[src/rtl/mult_hilo_unit.sv]
// Unsigned 32x32 shift-add multiplier with MIPS-style Hi/Lo result registers.
// One multiply iteration per clock: 32 iterations, then a one-cycle done pulse.
module mult_hilo_unit #(
    parameter logic [5:0] F_MFHI  = 6'h10,
    parameter logic [5:0] F_MTHI  = 6'h11,
    parameter logic [5:0] F_MFLO  = 6'h12,
    parameter logic [5:0] F_MTLO  = 6'h13,
    parameter logic [5:0] F_MULTU = 6'h19
) (
    input  logic        clk,
    input  logic        rst,
    input  logic        start,
    input  logic [5:0]  funct,
    input  logic [31:0] A,
    input  logic [31:0] B,
    output logic        busy,
    output logic        done,
    output logic [31:0] result
);

    typedef enum logic [1:0] {
        IDLE = 2'd0,
        RUN  = 2'd1,
        DONE = 2'd2
    } state_t;

    state_t      state_r;
    state_t      state_s;
    logic [63:0] product_r;
    logic [31:0] mcand_r;
    logic [4:0]  count_r;
    logic [31:0] hi_r;
    logic [31:0] lo_r;
    logic        busy_r;
    logic        done_r;

    logic        accept_mul_s;
    logic        write_hi_s;
    logic        write_lo_s;
    logic        last_iter_s;
    logic [63:0] step_s;

    // One shift-add step; the 33-bit sum keeps the carry so no product bit is lost.
    function automatic logic [63:0] mul_step(input logic [63:0] prod, input logic [31:0] mcand);
        logic [32:0] sum;
        if (prod[0]) begin
            sum = {1'b0, prod[63:32]} + {1'b0, mcand};
        end else begin
            sum = {1'b0, prod[63:32]};
        end
        return {sum, prod[31:1]};
    endfunction

    // Request decode; MTHI/MTLO/MULTU are only honoured while idle.
    always_comb begin
        accept_mul_s = 1'b0;
        write_hi_s   = 1'b0;
        write_lo_s   = 1'b0;
        if (state_r == IDLE && start) begin
            accept_mul_s = (funct == F_MULTU);
            write_hi_s   = (funct == F_MTHI);
            write_lo_s   = (funct == F_MTLO);
        end else begin
            accept_mul_s = 1'b0;
            write_hi_s   = 1'b0;
            write_lo_s   = 1'b0;
        end
    end

    // Iteration datapath and terminal-count detect.
    always_comb begin
        step_s      = mul_step(product_r, mcand_r);
        last_iter_s = (state_r == RUN) && (count_r == 5'd31);
    end

    // Next-state logic.
    always_comb begin
        state_s = state_r;
        case (state_r)
            IDLE: begin
                if (accept_mul_s) begin
                    state_s = RUN;
                end else begin
                    state_s = IDLE;
                end
            end
            RUN: begin
                if (count_r == 5'd31) begin
                    state_s = DONE;
                end else begin
                    state_s = RUN;
                end
            end
            DONE:    state_s = IDLE;
            default: state_s = IDLE;
        endcase
    end

    // State register with flag outputs registered from the next state.
    always_ff @(posedge clk) begin
        if (rst) begin
            state_r <= IDLE;
            busy_r  <= 1'b0;
            done_r  <= 1'b0;
        end else begin
            state_r <= state_s;
            busy_r  <= (state_s == RUN);
            done_r  <= (state_s == DONE);
        end
    end

    // Multiplier working registers.
    always_ff @(posedge clk) begin
        if (rst) begin
            product_r <= 64'd0;
            mcand_r   <= 32'd0;
            count_r   <= 5'd0;
        end else if (accept_mul_s) begin
            product_r <= {32'd0, B};
            mcand_r   <= A;
            count_r   <= 5'd0;
        end else if (state_r == RUN) begin
            product_r <= step_s;
            count_r   <= count_r + 5'd1;
        end else begin
            product_r <= product_r;
            mcand_r   <= mcand_r;
            count_r   <= count_r;
        end
    end

    // Hi/Lo architectural registers; the final step is committed directly so
    // the values are visible in the same cycle done is asserted.
    always_ff @(posedge clk) begin
        if (rst) begin
            hi_r <= 32'd0;
            lo_r <= 32'd0;
        end else if (last_iter_s) begin
            hi_r <= step_s[63:32];
            lo_r <= step_s[31:0];
        end else begin
            if (write_hi_s) begin
                hi_r <= A;
            end else begin
                hi_r <= hi_r;
            end
            if (write_lo_s) begin
                lo_r <= A;
            end else begin
                lo_r <= lo_r;
            end
        end
    end

    // Read mux is combinational from funct so MFHI/MFLO see Hi/Lo immediately.
    always_comb begin
        result = 32'd0;
        if (funct == F_MFHI) begin
            result = hi_r;
        end else if (funct == F_MFLO) begin
            result = lo_r;
        end else begin
            result = 32'd0;
        end
    end

    assign busy = busy_r;
    assign done = done_r;

endmodule

[config.mk]
export PLATFORM = sky130hd
export DESIGN_NAME = mult_hilo_unit
export DESIGN_NICKNAME = d
export VERILOG_FILES = /design/src/rtl/mult_hilo_unit.sv
export SDC_FILE = /design/constraint.sdc
export NUM_CORES = 1
export LEC_CHECK = 0
export ABC_AREA = 1
export CELL_PAD_IN_SITES_DETAIL_PLACEMENT = 1
export CELL_PAD_IN_SITES_GLOBAL_PLACEMENT = 2
export CORE_MARGIN = 2
export CORE_UTILIZATION = 28
export CTS_CLUSTER_DIAMETER = 80
export DETAILED_ROUTE_END_ITERATION = 6
export PLACE_DENSITY_LB_ADDON = 0.1
export SLEW_MARGIN = 10
export SYNTH_ARGS = -nofsm -noshare
export SYNTH_HDL_FRONTEND = slang
export SYNTH_SLANG_ARGS = --single-unit
[constraint.sdc]
create_clock -name clk -period 1.8 [get_ports clk]
set_input_delay 0.36 -clock clk [delete_from_list [all_inputs] [get_ports clk]]
set_output_delay 0.36 -clock clk [all_outputs]
set_load 0.02 [all_outputs]
==> results of run 1 <==
where the power goes:
group	total (µW)	switching, µW	internal, µW
registers	3770	20.8	3750
logic	645	327	318
clock network	3720	1780	1940
total	8130	2120	6010
per-stage QoR:
stage | power (µW) | cell area [µm²]
after floorplan | 4036 | 9936
after global placement | 4360 | 12550
after detailed placement | 4365 | 12550
after CTS | 8145 | 14780
after global routing | 8417 | 16820
final | 8131 | 16820
per-layer routing:
layer	global-route usage, %	vias up	part of all wire, %
li1	-	5635	-
met1	32.20	5505	47
met2	36.39	151	49
met3	2.273	25	2.7
met4	5.402	2	0.86
met5	0	-	0.027
critical path, stage by stage (launching register included):
cell and delay [ps]:
dfxtp_2 340, ha_4 170, fa_2 390, nand3_2 120, nand3_4 90, nand2_2 80
nand2_2 70, nand2_2 90, nand2_4 80, xor2_2 160, a21boi_1 160, buf_4 140
o21ai_1 50
sequential cells by signal (all words and copies together) (netlist names):
register	count
state_r	2
hi_r	32
mcand_r	32
product_r	64
busy	1
lo_r	32
done	1
count_r	5
final timing paths:
kind           endpoint  slack (ps)  cells after the start
max reg2reg    hi_r[15]        -260                     12
min          state_r[1]         400                      3
max            hi_r[15]        -260                     12
min reg2reg    lo_r[12]         480                      2
layout by cell type (no fill, tap or decap), drive strengths merged, types with 6 or more instances in the layout:
cell | netlist | layout
a21oi | 70 | 70
o21ai | 60 | 60
nand2 | 536 | 536
nand3 | 88 | 88
nor2 | 167 | 167
inv | 232 | 237
buf | 28 | 246
o22ai | 64 | 64
clkbuf | 47 | 29
xor2 | 10 | 10
clkdlybuf4s50 | 0 | 65
a31oi | 29 | 29
dfxtp | 169 | 169
ha | 34 | 34
a22oi | 30 | 30
clkinv | 1 | 7
nor3 | 7 | 7
xnor2 | 6 | 6
kinds of logic after synthesis:
kind of cell,count (synthesis)
compound gates,261
xor+xnor,16
fa+ha+maj,35
buf+inv,308
flops,169
mux,1
simple gates,809
final cells by class:
class,count,area [µm²]
fill,4167,17890
multi-input combinational,1122,7697
timing repair buffer,326,3622
sequential,169,3462
inverter,233,907.1
tap,455,569.3
clock buffer,18,429.2
clock inverter,14,137.6
repair_timing:
item	in CTS	in global routing
gates cloned	12	15
setup buffers	28	27
gates resized for setup	472	404
endpoints found under the setup margin	126	192
pin swaps	45	97
==> impl.org, run 1 <==
** Outcome
- The checks that failed: negative setup slack.
- The flow ran to the end, but the final reports show violations.

** Floorplan
- I/O pins :: about 110
- After floorplanning, the core was divided into 68 placement rows.
- Initial cell density of the core :: 28.59%
- The die is 192.3 µm tall.
- The floorplan step set the die width to 192.3 µm.
- Die area :: ~0.037 mm²
- After floorplanning, the core was sized to cover approximately 0.035 mm².

** Route
- Antenna violation net count after detailed routing :: 0
- Number of violations reported at the end of detailed-routing iteration 0 :: around 470
- After detailed routing, the average wire length per cell comes to 19.13 µm.
- In the routed design, unresolved DRC markers number 0.
- Summed over all layers, the routed wires come to approximately 45000 µm.
- The routed layout has 11318 vias.
- The first TritonRoute pass finished after 4 iterations.
- After detailed routing, the number of vias per cell comes to 4.843.

** Global routing
- The number of global-route vias before repair came to 11263.
- The initial antenna violation count was 1.
- Overall track demand over capacity in global routing :: about 23%
- Entering global routing, the biggest net connects 91 pins.
- Remaining Overflow, GRT :: 0
- First-pass GRT wire length :: between 60000 and 70000 µm

** Logic synthesis
- The synthesized netlist devotes 32.53% of its cell area to simple gates.
- The top cell type by area accounts for ~34% of the synthesized area.
- Dividing the synthesized area by the synthesized cell count gives 6.207 µm².
- By area, the combinational part of the netlist is dominated by simple AND/OR/NAND/NOR gates.
- Multiplexer share of the synthesized area :: 0.1009%
- Synthesis handed over a netlist of between 1500 and 2000 instances.
- The number of different library cells used by synthesis comes to 37.
- The cell area that synthesis handed to floorplanning was 0.009925 mm².
- The synthesized netlist devotes 15.29% of its cell area to compound gates.
- Synth Area in XOR/XNOR :: 1.412%
- In the synthesized netlist the async set-or-reset flop fraction comes to 0%.
- The biggest area contributor in the post-synthesis netlist is dfxtp_1.
- The commonest cells after synthesis are nand2_1 (536), inv_1 (226), dfxtp_1 (169).
- Sequential cells were found to cover 34.09% of the synthesized design area.
- Synthesis inferred 169 register bits.
- In the post-synthesis netlist, the biggest area contributors are dfxtp_1 (34%), nand2_1 (20%), inv_1 (8.5%).
- Number of synthesized flops with an enable pin :: 0
- Synth warn :: 0
- Dominant synthesized flop cell :: dfxtp_1
- The number of nets in the synthesized netlist is ~1700.
- Most frequent cell after synthesis :: nand2_1
- Synthesized-area fraction occupied by adder cells :: 4.488%

** Layout
- The finished layout holds 2337 standard cells, fillers aside.
- Area Growth Syn to Fin :: 69.53%
- Share of cells above drive strength 1 :: 38.20%
- The net count of the finished layout is 1977.
- Final Util :: 48.47%
- Number of antenna diodes :: 0

** Placement
- Worst-case setup slack after placement :: -894.5 ps
- After detailed placement, the design holds a cell count of 2233.
- Post-DP HPWL :: about 29000 µm
- Number of buffer cells added on primary ports :: around 110
- Gpl congestion :: between 0.7 and 0.8

** Run
- Max-cap violations in this run came to 0.

** Clock tree
- Maximum level of the CTS H-tree :: 4
- The later pin in the worst-skew pair is clocked with a latency of 450 ps.
- Number of buffers created by CTS :: 17
- Clock tree from TritonCTS :: done
- Clock root buffer :: clkbuf_16
- Counting along the longest clock path gives a buffer depth of 2.
- Clock transition at the registers of the reported paths :: 70 ps
- Count of hold buffers inserted by post-cts repair :: 0
- For this design, the sink count on the clock tree is 169.

** Critical path
- Required time at the endpoint of the critical path :: 2130 ps
- The worst register-to-register path begins at mcand_r[0].
- Data arrives at the worst endpoint at 2390 ps.
- Tracing the worst setup path back leads to its startpoint at mcand_r[0].
- Critical path capture point type :: flip-flop
- The worst setup path is of the reg -> reg kind.
- The worst setup path is launched from a flip-flop.
- Of all nets on the critical path, the largest fanout is 4.

** STA
- Final setup violation count :: around 120
- Unrepaired setup endpoints after global routing :: true
- Setup total negative slack on the finished layout was measured at -12650 ps.
- For the finished layout, the period the worst path requires is 2060 ps.
- Post-route worst setup slack :: -260.3 ps
- Timing would allow up to approximately 490 MHz.
- Worst slew margin relative to its limit :: 68.99%
- Slew at the pin closest to its max-slew limit :: 465.2 ps
- The number of pins exceeding their max-slew limit in the final report came to 0.
- Hold is met by roughly 400 ps.
- Post-route clock period utilization :: 114.5%
- Final worst clock skew :: 13.94 ps
- Final hold viol count :: 0

** Hold path
- Hold/Removal Path Class :: in -> reg
- Start point of the worst min-delay path :: rst

** Pwr
- Across the VDD grid, the largest voltage drop is 373.0 µV.
- Power spread over the standard cell area amounts to a little under 500 mW/mm².
- Static Leak :: ~0.0075 µW
Power figures use the tool's default switching activity.
==> run 2: changes to the inputs <==
- CORE_MARGIN: 2 -> default
- CORE_UTILIZATION: 28 -> 29
- clock period: 1.8 -> 2.41 ns (I/O delays scaled with it)
==> impl.org, run 2 (same netlist as run 1, synthesis figures left out) <==
** Outcome
- The run finished with clean final reports.

** Placement
- At the placement stage, the worst setup path has a slack of -543.1 ps.
- Post-DP HPWL :: 28660 µm
- Buffers placed on the I/O ports in this run total 106.
- Post-Place Cells :: 2132
- At the end of routability-driven placement, the weighted congestion stood at 0.8734.

** STA
- In this run the tightest slew margin relative to its limit is roughly 50%.
- Final hold viol count :: 0
- The clock period could shrink to roughly 2300 ps.
- Final worst clock skew :: 11.87 ps
- Setup violations remaining at the end of the flow were counted as 0.
- For this run, the top clock speed supported by timing is 425.9 MHz.
- Post-route worst setup slack :: between 60 and 70 ps
- Post-route clock period utilization :: 97.42%
- Slew at the pin closest to its max-slew limit :: 770.8 ps
- Pins over their slew limit :: 0

** Route
- The first routing iteration left 527 violations.
- In the routed design, unresolved DRC markers number 0.
- Detailed-route wire length per cell :: approximately 17 µm
- Detailed-routing iteration count for the pre-antenna-repair pass :: 4
- In this run the remaining antenna-violating nets after routing total 0.
- In the routed layout, each cell is associated on average with a via count of roughly 4.8.
- After detailed routing, the total wire length is roughly 38000 µm.
- Summing over every cut layer, the via total after detailed routing is 10377.

** Global routing
- The initial antenna violation count came to 3.
- The global routing stage identified its most utilized layer as met2.
- Global routing consumed, on the met2 layer, 33.48% of the routing resources.
- First-pass GRT wire length :: 60170 µm
- Maximum number of pins on one net before global-route repair :: 91
- For this run, global-route usage on met1 was measured as 32.32%.
- Remaining Overflow, GRT :: 0
- Across every metal layer, demand over resource in global routing totals 21.85%.
- Met3 Track Usage GR :: 2.495%
- The number of global-route vias before repair came to 10532.

** Pwr
- Summed over all cells, the static leakage comes to ~0.0057 µW.
- Maximum resistive drop on vdd :: 325.4 µV
- Total power for the finished layout comes to about 5900 µW.
- Power per cell area :: approximately 470 mW/mm²

** Layout
- The final layout contains between 1500 and 2000 nets.
- The library cell used most frequently in the layout, excluding fill and tap cells, is nand2_1.
- Final cell count without fillers :: 2170
- Area Growth Syn to Fin :: 26.30%
- Most flops, register :: product_r
- The register with the most flip-flops in the layout has 64 of them.
- In the layout the commonest cells are nand2_1 (530), inv_1 (225), dfxtp_1 (169), nor2_1 (161), nand3_1 (86).
- Measured on the finished design, the core utilization comes to 37.29%.
- The post-route netlist has between 9 and 10% of its cells at a drive strength greater than 1.

** Floorplan
- Die area :: 0.03497 mm²
- Horiz. Die Dim :: 187.0 µm
- Core Rows :: 67
- Die height :: 187.0 µm
- CORE AREA :: 0.03362 mm²
- I/O pins :: 107
- The initial utilization of the core area, before any placement, comes to 29.52%.

** Critical path
- Required time at the endpoint of the critical path :: 1930 ps
- Endpoint of the lowest-slack register-to-register path :: product_r[43]
- The worst setup path is captured at a primary output.
- Max Fanout on Critical Path :: 6
- Slack of the worst reg-to-reg path :: 150 ps
- In this run the critical register-to-register path is launched from product_r[32].
- Data on the critical path arrives at its endpoint at between 1500 and 2000 ps.
- Counting cells, the worst reg-to-reg path comes to 12.
- STA classifies the critical path startpoint as an input pin.
- The worst setup path is of the in -> out kind.

** Hold path
- Hold path endpoint :: state_r[1]
- Along the worst hold path, the cell count comes to 2.
- The min-delay analysis places its worst path in the category in -> reg.
- Start point of the worst min-delay path :: rst

** Clock tree
- TritonCTS built the clock tree.
- Maximum level of the CTS H-tree :: 4
- Clock transition at the registers of the reported paths :: 60 ps
- Latest clock arrival within the worst-skew pair :: 440 ps
- Clock tree synthesis inserted a total of 17 buffers.
- Count of hold buffers inserted by post-cts repair :: 0
- No sink is reached through more buffers than the 2 on the longest clock path.
- The cell sitting at the root of the clock tree is a clkbuf_16.
- # clock sinks :: 169

** Run
- Number of maximum-capacitance violations :: 0
run 2: changes by cell type in the layout (fill, tap and decap cells not counted), moves of 47 or more:
| cell | before | now |
|---|---|---|
| nand2_4 | 59 | 0 |
| dfxtp_1 | 122 | 169 |
| buf_6 | 72 | 5 |
| nand2_2 | 111 | 6 |
| buf_4 | 130 | 60 |
| nand2_1 | 364 | 530 |
run 2: worst max-delay path: stages:
cell             delay (ps)
clkdlybuf4s50_1         400
inv_1                   150
nand3_4                 240
clkbuf_16               240
o22ai_1                 160
buf_2                   190
run 2: cell type report:
| cell class | instances | area, µm² |
|---|---|---|
| Antenna cell | 1 | 2.502 |
| Clock buffer | 20 | 456.7 |
| Clock inverter | 12 | 120.1 |
| Fill cell | 4313 | 21080 |
| Inverter | 233 | 874.6 |
| Multi-Input combinational cell | 1122 | 5512 |
| Sequential cell | 169 | 3383 |
| Tap cell | 448 | 560.5 |
| Timing Repair Buffer | 165 | 1625 |
run 2: power by group:
part / leakage (µW) / internal [µW] / switching, µW / total [µW]
registers: 0.00136 / 2810 / 11.0 / 2820
clock network: 0.000265 / 1490 / 1250 / 2740
logic: 0.00404 / 170 / 195 / 365
total: 0.00566 / 4470 / 1460 / 5920
run 2: through the flow:
step                hold slack, ps  cell area [µm²]  setup TNS [ps]
finish                       357.5            12530               0
detailed placement           464.8            11730          -15970
global placement             453.9            11730          -16910
CTS                          322.7            12260          -2.335
floorplan                    444.5             9925               0
global route                 340.7            12530          -4.855
run 2: how the worst max path moves through the flow:
stage                        start          to  slack (ps)  cells after the start
after floorplan           funct[4]  result[10]         440                      7
after global placement    funct[4]   result[1]        -500                      9
after detailed placement  funct[4]   result[2]        -540                      9
after CTS                 funct[2]   result[1]          -2                      8
after global routing      funct[0]  result[29]          -5                      6
final                     funct[0]  result[29]          60                      6
run 2: what timing repair did:
| action | CTS | global route |
|---|---|---|
| setup buffers | 0 | 1 |
| gates cloned | 1 | 3 |
| pin swaps | 0 | 6 |
| setup endpoints to repair | 33 | 47 |
| gates resized for setup | 155 | 49 |
| endpoints found under the hold margin | 0 | 0 |
run 2: metal layers:
layer  vias up  routed length, µm
met3        31                923
met1      4903              20020
met5         -                 11
li1       5291                  -
met4         2                532
met2       150              16170
